[src/rtl/controlador_barrido_combinacion_pkg.sv]
// pkg_combinacion: shared widths, member mask and FSM encoding for the combination sweep controller
package pkg_combinacion;
  localparam int ANCHO = 6;
  localparam int TOTAL_CODIGOS = 64;
  localparam int MIEMBROS = 22;
  // bit n set <=> code n is one of the 22 members
  localparam logic [TOTAL_CODIGOS-1:0] MASCARA = 64'h003C_000B_C2F0_B42E;
  typedef enum logic [1:0] {REPOSO = 2'd0, BARRIDO = 2'd1, FIN = 2'd2} estado_t;
endpackage

[src/rtl/controlador_barrido_combinacion_comparador.sv]
// Comparador22Numeros6Bit_Compuertas: combinational membership test of a 6-bit code
module Comparador22Numeros6Bit_Compuertas
  import pkg_combinacion::*;
(
  input  logic [ANCHO-1:0] codigo,
  output logic             pertenece
);
  assign pertenece = MASCARA[codigo];
endmodule

[src/rtl/controlador_barrido_combinacion.sv]
// controlador_barrido_combinacion: stream/sweep sequencer around the member comparator with a registered valid/ready output
module controlador_barrido_combinacion
  import pkg_combinacion::*;
#(
  parameter int ANCHO     = 6,
  parameter int ANCHO_CNT = 7
) (
  input  logic                 Reloj,
  input  logic                 Reset_n,
  input  logic                 Modo,
  input  logic                 Inicio,
  input  logic                 Entrada_valida,
  input  logic [ANCHO-1:0]     Entrada,
  output logic                 Entrada_lista,
  output logic                 Salida_valida,
  input  logic                 Salida_lista,
  output logic [ANCHO-1:0]     Salida_dato,
  output logic                 Salida_pertenece,
  output logic [ANCHO_CNT-1:0] Cuenta,
  output logic                 Ocupado,
  output logic                 Hecho
);
  estado_t estado_q, estado_d;
  logic [ANCHO:0] dir_q, dir_d;
  logic valida_q, valida_d, pert_q, pert_d;
  logic [ANCHO-1:0] dato_q, dato_d, codigo;
  logic [ANCHO_CNT-1:0] cuenta_q, cuenta_d;
  logic pert, xfer, libre, arranque, carga;
  assign codigo = (estado_q == BARRIDO) ? dir_q[ANCHO-1:0] : Entrada;
  Comparador22Numeros6Bit_Compuertas u_comparador (.codigo(codigo), .pertenece(pert));
  always_comb begin
    estado_d = estado_q;
    dir_d = dir_q;
    valida_d = valida_q;
    dato_d = dato_q;
    pert_d = pert_q;
    cuenta_d = cuenta_q;
    xfer = valida_q & Salida_lista;
    libre = !valida_q | Salida_lista;
    arranque = (estado_q == REPOSO) && Inicio && Modo;
    Entrada_lista = Reset_n && (estado_q == REPOSO) && !arranque && libre;
    // the 7-bit address reaching 64 means code 63 is already in the output register
    carga = (estado_q == REPOSO) ? Entrada_valida && Entrada_lista
          : (estado_q == BARRIDO) && libre && !dir_q[ANCHO];
    if (xfer) valida_d = 1'b0;
    if (carga) begin
      valida_d = 1'b1;
      dato_d = codigo;
      pert_d = pert;
    end
    if (xfer && pert_q && cuenta_q != '1) cuenta_d = cuenta_q + 1'b1;
    if ((estado_q == REPOSO) && Inicio) cuenta_d = '0;
    if (arranque) begin
      estado_d = BARRIDO;
      dir_d = '0;
    end
    if (estado_q == BARRIDO) begin
      if (carga) dir_d = dir_q + 1'b1;
      if (dir_q[ANCHO] && xfer) estado_d = FIN;
    end
    if (estado_q == FIN) estado_d = REPOSO;
  end
  always_ff @(posedge Reloj) begin
    if (!Reset_n) begin
      estado_q <= REPOSO;
      dir_q <= '0;
      valida_q <= 1'b0;
      dato_q <= '0;
      pert_q <= 1'b0;
      cuenta_q <= '0;
    end else begin
      estado_q <= estado_d;
      dir_q <= dir_d;
      valida_q <= valida_d;
      dato_q <= dato_d;
      pert_q <= pert_d;
      cuenta_q <= cuenta_d;
    end
  end
  assign Salida_valida = valida_q;
  assign Salida_dato = dato_q;
  assign Salida_pertenece = pert_q;
  assign Cuenta = cuenta_q;
  assign Ocupado = (estado_q == BARRIDO);
  assign Hecho = (estado_q == FIN);
endmodule

[config.mk]
export PLATFORM = sky130hd
export DESIGN_NAME = controlador_barrido_combinacion
export DESIGN_NICKNAME = d
export VERILOG_FILES = /design/src/rtl/controlador_barrido_combinacion_pkg.sv /design/src/rtl/controlador_barrido_combinacion_comparador.sv /design/src/rtl/controlador_barrido_combinacion.sv
export SDC_FILE = /design/constraint.sdc
export NUM_CORES = 1
export LEC_CHECK = 0
export CAP_MARGIN = 20
export CORE_UTILIZATION = 30
export CTS_BUF_LIST = sky130_fd_sc_hd__clkbuf_4
export DETAILED_ROUTE_END_ITERATION = 12
export SLEW_MARGIN = 25
export SYNTH_ARGS = -nofsm -noshare
export SYNTH_HDL_FRONTEND = slang
export SYNTH_SLANG_ARGS = --single-unit
[constraint.sdc]
create_clock -name Reloj -period 2.28 [get_ports Reloj]
set_input_delay 0.342 -clock Reloj [delete_from_list [all_inputs] [get_ports Reloj]]
set_output_delay 0.342 -clock Reloj [all_outputs]
set_load 0.1 [all_outputs]
## Yosys cells after proc, flatten, opt, wreduce, memory -nomap -nowiden

Memory sizes are Yosys's and may differ from the RTL's. A register that Yosys moved wholly into a read port is not among the register bits.
Cells that the tools add are included.

- Input bits: 12
- Word-level logic and storage cells: 43
- Bits in read-only memories: 64
- Flip-flop bits (word level): 23
- Output and inout port bits: 18
- Memories kept: 1

Memory list:

| memory | words | bits a word | read ports | clocked after memory_dff | wr ports | line | text |
|---|---|---|---|---|---|---|---|
| (no name shown) | 64 | 1 | 1 | 1 | 0 | controlador_barrido_combinacion_comparador.sv:8 | `assign pertenece = MASCARA[codigo];` |

- Eq/ne operators: 3
- Reductions and logical operators: 19
- Bitwise gates (word level): 3
- $add $sub $neg: 2
- Multiplexer cells: 10

Operator list:

| cell | count |
|---|---|
| 2-to-1 mux 7 bit | 3 |
| adder 7 x 1 -> 7 bit (second input constant) | 2 |
| logical AND 1 bit | 11 |
| inequality test 7 bit (second input constant) | 1 |
| 2-to-1 mux 2 bit | 3 |
| 2-to-1 mux 6 bit | 1 |
| logical NOT 1 bit | 4 |
| OR reduction 2 bit | 2 |
| 2-to-1 mux 1 bit | 3 |
| == test 2 x 1 -> 1 bit (second input constant) | 1 |
| == test 2 bit (second input constant) | 1 |
| logical NOT 2 bit | 1 |
| nonzero test 2 bit | 1 |
| AND 1 bit | 1 |
| inverter 1 bit | 1 |
| bitwise OR 1 bit | 1 |

## Depth between registers and ports, before layout

- Depth after elaboration: 10
- Gate-level depth with buffers: 7
- Mapped depth without buffers: 6

## Hierarchy

From an unflattened synthesis, not the netlist that was laid out.

- Cells, all modules: 141
- Area total of the unflattened synthesis: 1297.5 µm²

Modules (own cells, without submodules):

| module | area each (µm²) | seq. area each (µm²) | instances | cells an instance |
|---|---|---|---|---|
| controlador_barrido_combinacion | 1197.4 | 480.5 | 1 | 127 |
| Comparador22Numeros6Bit_Compuertas | 100.1 | 0.0 | 1 | 14 |

## Worst setup path after synthesis

Ideal clock, no wire load.

- Path type: reg2out
- Start point: reg valida_q (netlist: Salida_valida)
- End point: out Entrada_lista
- Slack: -1185 ps
- Arrival: 3123 ps
- Buffers on the path: 0
- Cell stages (with the launch flop): 3
- Data required time: 1938 ps
- Cell sequence: dfxtp_1 -> and2b_1 -> nor3_1

- Longest elaborated chain between the ends: 3

Ends and longest elaborated chain:

| item | line | text |
|---|---|---|
| start: declaration | controlador_barrido_combinacion.sv:25 | `logic valida_q, valida_d, pert_q, pert_d;` |
| start signal: assignment | controlador_barrido_combinacion.sv:74 | `valida_q <= valida_d;` |
| logical NOT 1 bit | controlador_barrido_combinacion.sv:39 | `libre = !valida_q \| Salida_lista;` |
| bitwise OR 1 bit | controlador_barrido_combinacion.sv:39 |  |
| logical AND 1 bit | controlador_barrido_combinacion.sv:41 | `Entrada_lista = Reset_n && (estado_q == REPOSO) && !arranque && libre;` |
| end: declaration | controlador_barrido_combinacion.sv:14 | `output logic Entrada_lista,` |

No other way between the ends.

## Final worst setup path

- Start point: reg estado_q[1]
- End point: out Ocupado

- Longest elaborated chain between the ends: 1

Ends and longest elaborated chain:

| item | line | text |
|---|---|---|
| start: declaration | controlador_barrido_combinacion.sv:23 | `estado_t estado_q, estado_d;` |
| start signal: assignment | controlador_barrido_combinacion.sv:72 | `estado_q <= estado_d;` |
| == test 2 x 1 -> 1 bit | controlador_barrido_combinacion.sv:84 | `assign Ocupado = (estado_q == BARRIDO);` |
| end: declaration | controlador_barrido_combinacion.sv:20 | `output logic Ocupado,` |

No other way between the ends.

==> results.ini <==
[timing]
timing.clock.skew_ns = 0.00564
fin_crit_sh = 0.945
period_minus_slack_ns = 2.16
postLayoutSetupSlackWorst_ns = 0.124
max_freq_mhz = 464
rsz0062_at_grt = no
hold_viol = 0
fin_setup_tns_ns = 0
setup_viol = 0
tightest_slew_ns = 0.490
slew_viol_final = 0
max-slew-margin-rel = 0.664

[logic_synthesis]
ys_ff_latch = 24
ys_async_sr_fraction = 0
synth_area_um2 = 1330
synth_seq_area_share = 0.362
ys_types = 45
ys_warn_count = 0
ys.flop_type = dfxtp_1
postSynthAreaPerCell_um2 = 8.56
synth-edff-count = 0
syn_nets = 169
synthesis.instances = 155

[floorplan]
die_h_um = 68.5
io_pins = 30
rows = 23
start_util = 0.322
die_w_um = 68.5
die_area_um2 = 4690
core-area_um2 = 4120

[clock_tree]
cts_tree = built
cts.repair.resized = 0
cts_buffers = 3
htreeDepth = 1
clockRootBuffer = clkbuf_4
ctsHoldBuffers = 0
cts.sinks = 24
postCtsSetupRepairBufs = 0
cts_buffer_depth = 2
cts.clk_slew.worst_paths_ns = 0.13
clock_latency_ns = 0.31

[detailed_routing]
wl_met3_um = 146
wl_per_cell_um = 13.5
drtIter0Drc = 50
drcViolationCount = 0
vias = 1254
met1Wirelength_mm = 1.53
first_pass_iters = 4
vias_per_cell = 5.25
drtAntennaViolNets = 0
routed_wl_mm = 3.23
wl_met2_mm = 1.47
top_layer = met4

[placement]
port_buffers = 29
place_ws_ns = 0.143
hpwl_mm = 2.52
gp_congestion = 0.844

[global_routing]
grt_pass1_wl_mm = 5.15
antenna_found_initial = 0
track_usage = 0.147
grt_pass1_vias = 1138
grt_start_max_net_pins = 15
overflow = 0

[job]
cap_violations = 0

[setup_path]
crit_path_start_kind = register
cp.arrival_ns = 1.81
cp.required_ns = 1.94
path_cells = nand2b_1 > inv_1 > buf_4 > buf_12
cp_num_buf_inv = 3
critPathCaptureType = output port
critPathMaxStageDelay_ns = 0.48
path_class = reg2out
cp_slowest_cell = dfxtp_1
cp_max_fo = 8
cpLargestDelayFamily = buffers and inverters

[layout]
area_growth_pct = 31.4
antennaDiodeCount = 0
nets = 204
nFillCells = 404
drive_gt1_frac = 0.185

[pwr]
peakVddDrop_v = 0.000347
power_density_nw_per_um2 = 628
leakagePower_nw = 0.773

[worst_hold_path]
min_path_type = reg2reg

[outcome]
status = completed

==> cells in the final DEF, fill, tap and decap left out, types with 4 or more instances in the layout <==
master / instances
a31oi_1: 5
buf_4: 23
clkdlybuf4s50_1: 11
dfxtp_1: 24
inv_1: 4
mux2i_1: 6
nand2_1: 25
nand3_1: 5
nor2_1: 16
o211a_1: 5
o21ai_0: 4
xor2_1: 6
==> worst min-delay path: cells and delay by family, from the launching register on <==
kind | cells | cell delay [ns]
DFF | 1 | 0.34
AOI/OAI and AO/OA | 1 | 0.06
and+or+nand+nor | 1 | 0.05
==> layout make-up <==
cell class                 instances  area [um2]  share of cell area
timing repair buffer              36         323               0.185
tap                               50        62.6              0.0359
clock inverter                     1        30.0              0.0172
clock buffer                       3        22.5              0.0129
sequential                        24         480               0.276
multi-input combinational        121         810               0.464
inverter                           4        15.0             0.00861
==> layer usage <==
layer / vias to the layer above / global-route usage
li1: 626 / -
met1: 589 / 0.194
met2: 33 / 0.229
met3: 6 / 0.0362
met4: 0 / 0.0573
met5: - / 0
==> registers in the layout (all words and copies together) (netlist names) <==
signal and flops:
estado_q 2, Cuenta 7, Salida_valida 1, Salida_pertenece 1
Salida_dato 6, dir_q 7
==> through the flow <==
| stage | hold WS [ns] | power, W | utilization | cell area (um2) | instances |
|---|---|---|---|---|---|
| 4_1_cts | 0.492 | 0.00110 | 0.424 | 1740 | 239 |
| 5_1_grt | 0.511 | 0.00114 | 0.424 | 1740 | 239 |
| 3_5_place_dp | 0.472 | 0.000795 | 0.411 | 1690 | 235 |
| 2_1_floorplan | 0.470 | 0.000704 | - | 1340 | 155 |
| 6_report | 0.489 | 0.00109 | 0.424 | 1740 | 239 |
| 3_3_place_gp | 0.464 | 0.000793 | 0.411 | 1690 | 235 |
==> path summary, 6_finish.rpt <==
path | from | to | slack, ns | cells after the start
setup / recovery | estado_q[1]$_SDFF_PP0_ | Ocupado | 0.12 | 4
hold / removal | Salida_dato[4]$_SDFFE_PN0P_ | Salida_dato[4]$_SDFFE_PN0P_ | 0.49 | 2
setup reg to reg | estado_q[1]$_SDFF_PP0_ | Salida_pertenece$_SDFFE_PN0P_ | 0.26 | 5
hold reg to reg | Salida_dato[4]$_SDFFE_PN0P_ | Salida_dato[4]$_SDFFE_PN0P_ | 0.49 | 2
==> synthesized netlist by cell type (2+ instances only) <==
master,count,area (um2)
o31ai_1,2,15.0
nand2_1,25,93.8
nor3_1,3,15.0
a31oi_1,5,31.3
o211a_1,5,50.1
dfxtp_1,24,480
xnor2_1,3,26.3
inv_1,4,15.0
nand4_1,3,18.8
a21boi_0,2,15.0
xor2_1,6,52.6
and4_1,2,17.5
a21oi_1,2,10.0
o21ai_0,4,20.0
and2_1,3,18.8
nor3b_1,2,15.0
mux2i_1,6,60.1
nand3_1,5,25.0
buf_2,2,10.0
clkbuf_1,3,11.3
ha_1,2,25.0
and3_1,3,18.8
nor4bb_1,2,20.0
nor2_1,16,60.1
==> cell families after synthesis <==
family                   after synthesis  synth area share
flip-flops                            24             0.362
AND/OR/NAND/NOR                       72             0.284
AO/OA/AOI/OAI                         31             0.183
multiplexers                           7            0.0566
XOR/XNOR                               9            0.0594
buffers and inverters                 10            0.0358
adder cells (fa/ha/maj)                2            0.0189
==> where the power goes <==
part           internal, W  switching, W
Combinational     0.000106      0.000226
Sequential        0.000438     0.0000168
Clock             0.000178      0.000130
(Power assumes the default switching activity.)
